===== src/rtl/eer_rl_pkg.sv =====
// Shared EER-RL constants: data width, packet-type codes and reward-generator FSM states.
package eer_rl_pkg;

    localparam int WORD_WIDTH = 16;
    localparam int IDX_WIDTH  = 6;

    localparam logic [2:0] PKT_NONE   = 3'd0;
    localparam logic [2:0] PKT_HB     = 3'd1;
    localparam logic [2:0] PKT_CHE    = 3'd2;
    localparam logic [2:0] PKT_INV    = 3'd3;
    localparam logic [2:0] PKT_DATA   = 3'd4;
    localparam logic [2:0] PKT_REWARD = 3'd5;

    typedef enum logic [1:0] {
        ST_IDLE  = 2'd0,
        ST_SCAN  = 2'd1,
        ST_BUILD = 2'd2,
        ST_DONE  = 2'd3
    } state_t;

endpackage


===== src/rtl/reward_pkt_gen_if.sv =====
// Neighbor-table read port: the reward generator drives the index, the table returns the entry.
interface reward_pkt_gen_if;
    import eer_rl_pkg::*;

    logic [IDX_WIDTH-1:0]  nTableIndex_reward;
    logic [WORD_WIDTH-1:0] mNodeID;
    logic [WORD_WIDTH-1:0] mNodeHops;
    logic [WORD_WIDTH-1:0] mNodeQValue;
    logic [WORD_WIDTH-1:0] mNodeEnergy;
    logic [WORD_WIDTH-1:0] mNodeCHHops;

    modport master (
        output nTableIndex_reward,
        input  mNodeID, mNodeHops, mNodeQValue, mNodeEnergy, mNodeCHHops
    );

    modport slave (
        input  nTableIndex_reward,
        output mNodeID, mNodeHops, mNodeQValue, mNodeEnergy, mNodeCHHops
    );

endinterface


===== src/rtl/reward_qmax_scan.sv =====
// Neighbor-table walker: index counter plus running maximum of the Q-values read back.
module reward_qmax_scan
    import eer_rl_pkg::*;
(
    input  logic                  clk,
    input  logic                  nrst,
    input  logic                  clear,
    input  logic                  step,
    input  logic [WORD_WIDTH-1:0] q,
    input  logic [4:0]            count,
    output logic [IDX_WIDTH-1:0]  idx,
    output logic [WORD_WIDTH-1:0] best,
    output logic                  last
);

    always_ff @(posedge clk) begin
        if (nrst || clear) begin
            idx  <= '0;
            best <= '0;
        end else if (step) begin
            // strict compare keeps the earliest entry on ties
            if (q > best)
                best <= q;
            idx <= idx + 1'b1;
        end
    end

    assign last = (idx == (IDX_WIDTH'(count) - 1'b1));

endmodule


===== src/rtl/reward_pkt_gen.sv =====
// Reward packet generator: scans neighbor Q-values and registers the EER-RL reward fields.
// Optional REWARD_LOW_ENERGY_GUARD_EN: low_E at build time advertises a Q-value of 0.
//
//  state | meaning
//  IDLE  | waiting for en
//  SCAN  | walking neighbor table, tracking max Q
//  BUILD | registering reward fields (or nothing for a non-trigger)
//  DONE  | reward_done high, fields valid
module reward_pkt_gen
    import eer_rl_pkg::*;
(
    input  logic                  clk,
    input  logic                  nrst,
    input  logic                  en,
    input  logic [2:0]            fPacketType,
    input  logic [WORD_WIDTH-1:0] myEnergy,
    input  logic                  iHaveData,
    input  logic                  iAmDestination,
    input  logic [WORD_WIDTH-1:0] myNodeID,
    input  logic [WORD_WIDTH-1:0] hopsFromSink,
    input  logic [WORD_WIDTH-1:0] myQValue,
    input  logic                  role,
    input  logic                  low_E,
    input  logic [WORD_WIDTH-1:0] chosenCH,
    input  logic [WORD_WIDTH-1:0] hopsFromCH,
    input  logic [WORD_WIDTH-1:0] chosenHop,
    input  logic [4:0]            neighborCount,
    reward_pkt_gen_if.master      nbr,
    output logic [WORD_WIDTH-1:0] rSourceID,
    output logic [WORD_WIDTH-1:0] rEnergyLeft,
    output logic [WORD_WIDTH-1:0] rQValue,
    output logic [WORD_WIDTH-1:0] rSourceHops,
    output logic [WORD_WIDTH-1:0] rDestinationID,
    output logic [WORD_WIDTH-1:0] rChosenCH,
    output logic [WORD_WIDTH-1:0] rHopsFromCH,
    output logic [2:0]            rPacketType,
    output logic                  reward_done
);

    state_t                state, state_nxt;
    logic                  trig;
    logic                  build_q;
    logic [4:0]            count_q;
    logic [IDX_WIDTH-1:0]  scan_idx;
    logic [WORD_WIDTH-1:0] scan_best;
    logic                  scan_last;
    logic                  scan_clear;
    logic                  scan_step;
    logic [WORD_WIDTH-1:0] q_sel;
    logic                  unused_inputs;

    assign unused_inputs = ^{iHaveData, low_E, nbr.mNodeID, nbr.mNodeHops,
                             nbr.mNodeEnergy, nbr.mNodeCHHops};

    assign trig       = en && (fPacketType == PKT_DATA) && iAmDestination;
    assign scan_clear = (state == ST_IDLE) && en;
    assign scan_step  = (state == ST_SCAN);

    assign nbr.nTableIndex_reward = scan_step ? scan_idx : '0;

    reward_qmax_scan u_scan (
        .clk   (clk),
        .nrst  (nrst),
        .clear (scan_clear),
        .step  (scan_step),
        .q     (nbr.mNodeQValue),
        .count (count_q),
        .idx   (scan_idx),
        .best  (scan_best),
        .last  (scan_last)
    );

    always_ff @(posedge clk) begin
        if (nrst)
            state <= ST_IDLE;
        else
            state <= state_nxt;
    end

    // non-trigger requests also pass through BUILD so both paths finish two edges after en
    always_comb begin
        state_nxt = state;
        case (state)
            ST_IDLE:  if (en) state_nxt = (trig && (neighborCount != '0)) ? ST_SCAN : ST_BUILD;
            ST_SCAN:  if (scan_last) state_nxt = ST_BUILD;
            ST_BUILD: state_nxt = ST_DONE;
            ST_DONE:  state_nxt = ST_IDLE;
            default:  state_nxt = ST_IDLE;
        endcase
    end

    always_comb begin
        q_sel = (count_q != '0) ? scan_best : myQValue;
`ifdef REWARD_LOW_ENERGY_GUARD_EN
        if (low_E)
            q_sel = '0;
`endif
    end

    always_ff @(posedge clk) begin
        if (nrst) begin
            build_q        <= 1'b0;
            count_q        <= '0;
            rSourceID      <= '0;
            rEnergyLeft    <= '0;
            rQValue        <= '0;
            rSourceHops    <= '0;
            rDestinationID <= '0;
            rChosenCH      <= '0;
            rHopsFromCH    <= '0;
            rPacketType    <= PKT_NONE;
            reward_done    <= 1'b0;
        end else begin
            reward_done <= (state == ST_BUILD);
            if ((state == ST_IDLE) && en) begin
                build_q <= trig;
                count_q <= trig ? neighborCount : '0;
                if (!trig)
                    rPacketType <= PKT_NONE;
            end
            if ((state == ST_BUILD) && build_q) begin
                rSourceID      <= myNodeID;
                rEnergyLeft    <= myEnergy;
                rSourceHops    <= hopsFromSink;
                rDestinationID <= chosenHop;
                rPacketType    <= PKT_REWARD;
                rQValue        <= q_sel;
                rChosenCH      <= role ? myNodeID : chosenCH;
                rHopsFromCH    <= role ? '0 : hopsFromCH;
            end
        end
    end

endmodule


===== src/flat_wrapper.sv =====
// flat-port wrapper written by rule: the top's interface ports become plain ports
module reward_pkt_gen_flat import eer_rl_pkg::*;
  (clk, nrst, en, fPacketType, myEnergy, iHaveData, iAmDestination, myNodeID, hopsFromSink, myQValue, role, low_E, chosenCH, hopsFromCH, chosenHop, neighborCount, rSourceID, rEnergyLeft, rQValue, rSourceHops, rDestinationID, rChosenCH, rHopsFromCH, rPacketType, reward_done, nbr_nTableIndex_reward, nbr_mNodeID, nbr_mNodeHops, nbr_mNodeQValue, nbr_mNodeEnergy, nbr_mNodeCHHops);
  reward_pkt_gen_if nbr_i ();
  input  logic clk;
  input  logic nrst;
  input  logic en;
  input  logic [2:0] fPacketType;
  input  logic [WORD_WIDTH-1:0] myEnergy;
  input  logic iHaveData;
  input  logic iAmDestination;
  input  logic [WORD_WIDTH-1:0] myNodeID;
  input  logic [WORD_WIDTH-1:0] hopsFromSink;
  input  logic [WORD_WIDTH-1:0] myQValue;
  input  logic role;
  input  logic low_E;
  input  logic [WORD_WIDTH-1:0] chosenCH;
  input  logic [WORD_WIDTH-1:0] hopsFromCH;
  input  logic [WORD_WIDTH-1:0] chosenHop;
  input  logic [4:0] neighborCount;
  output logic [WORD_WIDTH-1:0] rSourceID;
  output logic [WORD_WIDTH-1:0] rEnergyLeft;
  output logic [WORD_WIDTH-1:0] rQValue;
  output logic [WORD_WIDTH-1:0] rSourceHops;
  output logic [WORD_WIDTH-1:0] rDestinationID;
  output logic [WORD_WIDTH-1:0] rChosenCH;
  output logic [WORD_WIDTH-1:0] rHopsFromCH;
  output logic [2:0] rPacketType;
  output logic reward_done;
  output wire logic [$bits(nbr_i.nTableIndex_reward)-1:0] nbr_nTableIndex_reward;
  input wire logic [$bits(nbr_i.mNodeID)-1:0] nbr_mNodeID;
  input wire logic [$bits(nbr_i.mNodeHops)-1:0] nbr_mNodeHops;
  input wire logic [$bits(nbr_i.mNodeQValue)-1:0] nbr_mNodeQValue;
  input wire logic [$bits(nbr_i.mNodeEnergy)-1:0] nbr_mNodeEnergy;
  input wire logic [$bits(nbr_i.mNodeCHHops)-1:0] nbr_mNodeCHHops;
  assign nbr_nTableIndex_reward = nbr_i.nTableIndex_reward;
  assign nbr_i.mNodeID = nbr_mNodeID;
  assign nbr_i.mNodeHops = nbr_mNodeHops;
  assign nbr_i.mNodeQValue = nbr_mNodeQValue;
  assign nbr_i.mNodeEnergy = nbr_mNodeEnergy;
  assign nbr_i.mNodeCHHops = nbr_mNodeCHHops;
  reward_pkt_gen u_core (.clk(clk), .nrst(nrst), .en(en), .fPacketType(fPacketType), .myEnergy(myEnergy), .iHaveData(iHaveData), .iAmDestination(iAmDestination), .myNodeID(myNodeID), .hopsFromSink(hopsFromSink), .myQValue(myQValue), .role(role), .low_E(low_E), .chosenCH(chosenCH), .hopsFromCH(hopsFromCH), .chosenHop(chosenHop), .neighborCount(neighborCount), .nbr(nbr_i), .rSourceID(rSourceID), .rEnergyLeft(rEnergyLeft), .rQValue(rQValue), .rSourceHops(rSourceHops), .rDestinationID(rDestinationID), .rChosenCH(rChosenCH), .rHopsFromCH(rHopsFromCH), .rPacketType(rPacketType), .reward_done(reward_done));
endmodule

===== config.mk =====
export PLATFORM = sky130hd
export DESIGN_NAME = reward_pkt_gen_flat
export DESIGN_NICKNAME = d
export VERILOG_FILES = /design/src/rtl/eer_rl_pkg.sv /design/src/rtl/reward_pkt_gen_if.sv /design/src/rtl/reward_qmax_scan.sv /design/src/rtl/reward_pkt_gen.sv /design/src/flat_wrapper.sv
export SDC_FILE = /design/constraint.sdc
export NUM_CORES = 1
export LEC_CHECK = 0
export CAP_MARGIN = 5
export CORE_AREA = 2 2 126 128
export CTS_CLUSTER_SIZE = 14
export DETAILED_ROUTE_END_ITERATION = 7
export DIE_AREA = 0 0 128 130
export GPL_ROUTABILITY_DRIVEN = 0
export PLACE_DENSITY = 0.8
export SLEW_MARGIN = 10
export SYNTH_ARGS = -nofsm -noshare
export SYNTH_HDL_FRONTEND = slang
export SYNTH_SLANG_ARGS = --single-unit

===== constraint.sdc =====
create_clock -name clk -period 3.02 [get_ports clk]
set_input_delay 0.302 -clock clk [delete_from_list [all_inputs] [get_ports clk]]
set_output_delay 0.302 -clock clk [all_outputs]
set_load 0.05 [all_outputs]

# [Word-level counts from Yosys, hierarchy flattened]
# Index checks and enable logic that the tools add are counted.
[totals] ff_bits=145 input_bits=207
[classes] n_reduce_logical=13 add_sub_neg=2 mux=12 magnitude_cmp=1 eq_ne=8
[ops] op="$mux W16" n=3
[ops] op="$gt A16 B16 Y1" n=1
[ops] op="$reduce_bool A5 Y1" n=2
[ops] op="$mux W3" n=3
[ops] op="$pmux W2 S4" n=1
[ops] op="$add A6 B1 Y6 const B" n=1
[ops] op="$eq A6 B6 Y1" n=1
[ops] op="$mux W2" n=3
[ops] op="$mux W6" n=1
[ops] op="$reduce_and A2 Y1" n=3
[ops] op="$sub A5 B1 Y6 const B" n=1
[ops] op="$logic_and A1 B1 Y1" n=5
[ops] op="$mux W5" n=1
[ops] op="$eq A2 B2 Y1 const B" n=2
[ops] op="$ne A2 B2 Y1 const B" n=2
[ops] op="$eq A3 B3 Y1 const B" n=1
[ops] op="$eq A2 B1 Y1 const B" n=1
[ops] op="$logic_not A2 Y1" n=1
[ops] op="$ne A2 B1 Y1 const B" n=1
[ops] op="$reduce_bool A2 Y1" n=1
[ops] op="$logic_or A1 B1 Y1" n=1

# [Logic depth before layout (Yosys ltp)]
[logic_depth] word_depth=7 mapped_depth=10 depth_no_buf=8

# [Hierarchy]
# A second synthesis with hierarchy kept.
[unflattened] hier_cells=751 area_unflattened_um2=6272.3
[modules_own_cells] module="reward_pkt_gen" instances=1 cells_per_inst=578 area_per_inst_um2=4787.1
[modules_own_cells] module="reward_qmax_scan" instances=1 cells_per_inst=173 area_per_inst_um2=1485.2

# [Worst setup path before layout]
# No wires, ideal clock.
[synth_path] path_type="register -> register" startpoint="reg u_core.u_scan.best[15]" endpoint="reg u_core.u_scan.best[10]" t_arrival_ns=2.277 path_stages_with_launch=11 path_slack_ns=0.626 n_path_buf=2 setup_ns=0.117 synth_period_minus_slack_ns=2.394 required_ns=2.903 cell_sequence="dfxtp_1 inv_1 ha_1 nand4_1 or4_1 a2bb2oi_1 a31o_1 and2_1 buf_2 buf_6 a22o_1"
[synth_via] elab_chain_len=2
[synth_lines] element="start: declaration" line_no="reward_qmax_scan.sv:12" source="output logic [WORD_WIDTH-1:0] best,"
[synth_lines] element="start signal: assignment" line_no="reward_qmax_scan.sv:23" source="best <= q;"
[synth_lines] element="$gt A16 B16 Y1" line_no="reward_qmax_scan.sv:22" source="if (q > best)"
[synth_lines] element="$reduce_and A2 Y1 (no source line)"
# Every way passes these cells.
# A chain may end at the register's enable or synchronous reset.

# [Worst setup path after layout]
[layout_path] startpoint="reg u_core.u_scan.best[13]" endpoint="reg u_core.u_scan.best[8]"
# The elaborated chain is that of the path after synthesis.

==> results.json <==
{
  "reg2reg_depth": 8,
  "final_nets": 1137,
  "placementRows": 46,
  "cp.depth": 8,
  "place_area_mm2": 0.008606,
  "grt_pass1_wl_mm": 27.28,
  "yosysWarnings": 0,
  "antenna_found_initial": 0,
  "vias_per_cell": 4.978,
  "syn_avg_cell_area_um2": 8.811,
  "end_kind": "register",
  "postSynth.asyncResetShare": 0,
  "cts.clk_slew.worst_paths_ns": 0.06,
  "io-pin-count": 329,
  "skew_ns": 0.01026,
  "slowest_delay_ns": 0.58,
  "multi_input_area_mm2": 0.002710,
  "ant_nets": 0,
  "clock-sinks": 144,
  "drive_above_1_share": 0.05320,
  "drtIter0Drc": 380,
  "synth_seq_cells": 144,
  "tns_ns": 0,
  "diodes": 0,
  "period_minus_slack_ns": 2.672,
  "crit_path_max_fanout": 16,
  "fp.dieArea_mm2": 0.01664,
  "start_util": 0.3799,
  "rrSetupSlack_ns": 0.35,
  "final-setup-viol-count": 0,
  "p_per_area_mw_per_mm2": 532.8,
  "status": "finished clean",
  "crit_family": "simple AND/OR/NAND/NOR gates",
  "cts-buffers-inserted": 17,
  "p_leak_nw": 3.360,
  "worst_slew_pin_slew_ns": 1.163,
  "cts_tree": "done",
  "ys_seq_area_frac": 0.4920,
  "layout.area.seq_mm2": 0.002883,
  "grt_max_degree": 75,
  "critPathSlowestCell": "or4_1",
  "core_area_mm2": 0.01542,
  "synthCells": 665,
  "cap_violations": 0,
  "synth.cell_area_mm2": 0.005859,
  "grt.overflow.total": 0,
  "synth_edf_count": 0,
  "critPathRequiredTime_ns": 3.37,
  "cts_setup_buffers": 0,
  "r2r_end": "u_core.u_scan.best[8]$_SDFFE_PP0P_",
  "hpwl_mm": 13.17,
  "finalInstanceArea_mm2": 0.009239,
  "crit_end": "u_core.u_scan.best[8]$_SDFFE_PP0P_",
  "clock_path_buffers": 2,
  "postCtsHoldBufs": 0,
  "fmax_mhz": 374.3,
  "die_y_um": 130,
  "ys_types": 42,
  "hold_violations": 0,
  "port_buffers": 261,
  "post_cts_resized": 0,
  "die_w_um": 128,
  "crit_buf_inv": 1,
  "clock_latency_ns": 0.41,
  "wl_per_cell_um": 16.32,
  "htreeDepth": 4,
  "clockRootBuffer": "clkbuf_16",
  "ys.flop_type": "dfxtp_1",
  "path_cells": "inv_1 > ha_1 > nand4_1 > or4_1 > a2bb2oi_1 > a31o_1 > nor2_2 > a22o_1",
  "drv_slew": 0,
  "max_slew_margin": 0.2206,
  "r2r-start": "u_core.u_scan.best[13]$_SDFFE_PP0P_",
  "drc": 0,
  "critical_path_arrival_ns": 3.02,
  "startpoint": "u_core.u_scan.best[13]$_SDFFE_PP0P_",
  "grt_pass1_vias": 5179,
  "wl_mm": 18.16,
  "p_total_mw": 4.922,
  "dr.pass1.iters": 4,
  "crit_path_start_kind": "register",
  "grt_usage": 0.2101,
  "rsz0062_at_grt": "false",
  "synthesis.nets": 894,
  "fill_cells": 1348,
  "period_share": 0.8848,
  "route.vias.total": 5541,
  "ir_drop_mv": 0.3791,
  "path_class": "reg -> reg",
  "syn_to_final_growth_pct": 57.68,
  "hold_class": "in -> reg"
}
per-stage QoR:
| step | hold WS [ns] | std cells | setup slack (ns) | utilization |
|---|---|---|---|---|
| 2_1_floorplan | 0.4106 | 665 | 0.6261 | - |
| 3_3_place_gp | 0.4405 | 1081 | 0.04246 | 0.5579 |
| 3_5_place_dp | 0.4461 | 1081 | -0.01012 | 0.5579 |
| 4_1_cts | 0.2909 | 1113 | 0.3534 | 0.5990 |
| 5_1_grt | 0.3076 | 1113 | 0.1801 | 0.5990 |
| 6_report | 0.3017 | 1113 | 0.3480 | 0.5990 |
cells in the mapped netlist, types with 2 or more instances:
| cell | n | area (um2) |
|---|---|---|
| dfxtp_1 | 144 | 2883 |
| nand2_1 | 137 | 514.2 |
| a21oi_1 | 73 | 365.4 |
| nor2_1 | 49 | 183.9 |
| clkbuf_1 | 36 | 135.1 |
| a22o_1 | 35 | 306.5 |
| a211oi_1 | 34 | 255.2 |
| mux2i_1 | 33 | 330.3 |
| ha_1 | 22 | 275.3 |
| inv_1 | 22 | 82.58 |
| and2_1 | 9 | 56.30 |
| o21ai_0 | 9 | 45.04 |
| nand4_1 | 6 | 37.54 |
| nor3_1 | 6 | 30.03 |
| xnor2_1 | 6 | 52.55 |
| buf_1 | 4 | 15.01 |
| nand3_1 | 4 | 20.02 |
| xor2_1 | 4 | 35.03 |
| buf_4 | 3 | 22.52 |
| nor2b_1 | 3 | 18.77 |
| or4_1 | 3 | 22.52 |
| buf_2 | 2 | 10.01 |
| nor2_2 | 2 | 12.51 |
routing by layer:
metal | global-route usage | part of all wire | vias up
met4 | 0.08080 | 0.022 | 0
met1 | 0.2544 | 0.42 | 2576
met2 | 0.3712 | 0.51 | 166
met5 | 0 | 0 | -
li1 | - | - | 2774
met3 | 0.04018 | 0.047 | 25
report_power, final:
group / leakage, nW / internal [mW] / switching, mW
sequential: 1.16 / 1.95 / 0.0381
combinational: 1.89 / 0.344 / 0.341
clock: 0.308 / 1.40 / 0.855
state kept, by name, indices dropped and copies added (netlist names):
register,cells
u_core.rChosenCH,16
u_core.rDestinationID,16
u_core.rEnergyLeft,16
u_core.rHopsFromCH,16
u_core.rQValue,16
u_core.rSourceHops,16
u_core.rSourceID,16
u_core.u_scan.best,16
u_core.u_scan.idx,6
u_core.count_q,5
u_core.state,2
u_core.build_q,1
u_core.rPacketType,1
u_core.reward_done,1
worst min path at each step:
stage                                     startpoint  cells past startpoint                                     to
4_1_cts                                         nrst                      2            u_core.build_q$_SDFFE_PP0P_
2_1_floorplan                       neighborCount[0]                      2         u_core.count_q[0]$_SDFFE_PP0P_
3_5_place_dp     u_core.rEnergyLeft[14]$_SDFFE_PP0P_                      2    u_core.rEnergyLeft[14]$_SDFFE_PP0P_
3_3_place_gp   u_core.rDestinationID[5]$_SDFFE_PP0P_                      2  u_core.rDestinationID[5]$_SDFFE_PP0P_
5_1_grt                                         nrst                      2            u_core.build_q$_SDFFE_PP0P_
6_report                                        nrst                      2            u_core.build_q$_SDFFE_PP0P_
layout by cell type (no fill, tap or decap), types with 22 or more instances in the layout:
cell type,Yosys,layout
a211oi_1,34,34
a21oi_1,73,73
a22o_1,35,35
clkdlybuf4s50_1,0,260
dfxtp_1,144,144
ha_1,22,22
inv_1,22,22
mux2i_1,33,33
nand2_1,137,136
nor2_1,49,49
cell type report:
| class | count | share of cell area |
|---|---|---|
| clock buffer | 17 | 0.04605 |
| clock inverter | 15 | 0.02248 |
| inverter | 22 | 0.008938 |
| multi-input combinational | 453 | 0.2933 |
| sequential | 144 | 0.3120 |
| tap | 192 | 0.02600 |
| timing repair buffer | 270 | 0.2912 |
cells by family (layout without fill, tap and decap cells):
| kind of cell | Yosys count | in the layout | synth area share |
|---|---|---|---|
| AO/OA/AOI/OAI | 162 | 162 | 0.1809 |
| XOR/XNOR | 10 | 10 | 0.01495 |
| flip-flops | 144 | 144 | 0.4920 |
| adder cells (fa/ha/maj) | 22 | 22 | 0.04698 |
| multiplexers | 33 | 33 | 0.05637 |
| buffers and inverters | 68 | 324 | 0.04719 |
| AND/OR/NAND/NOR | 225 | 225 | 0.1610 |
| other | 1 | 1 | 0.0006400 |
Power figures use the tool's default switching activity.
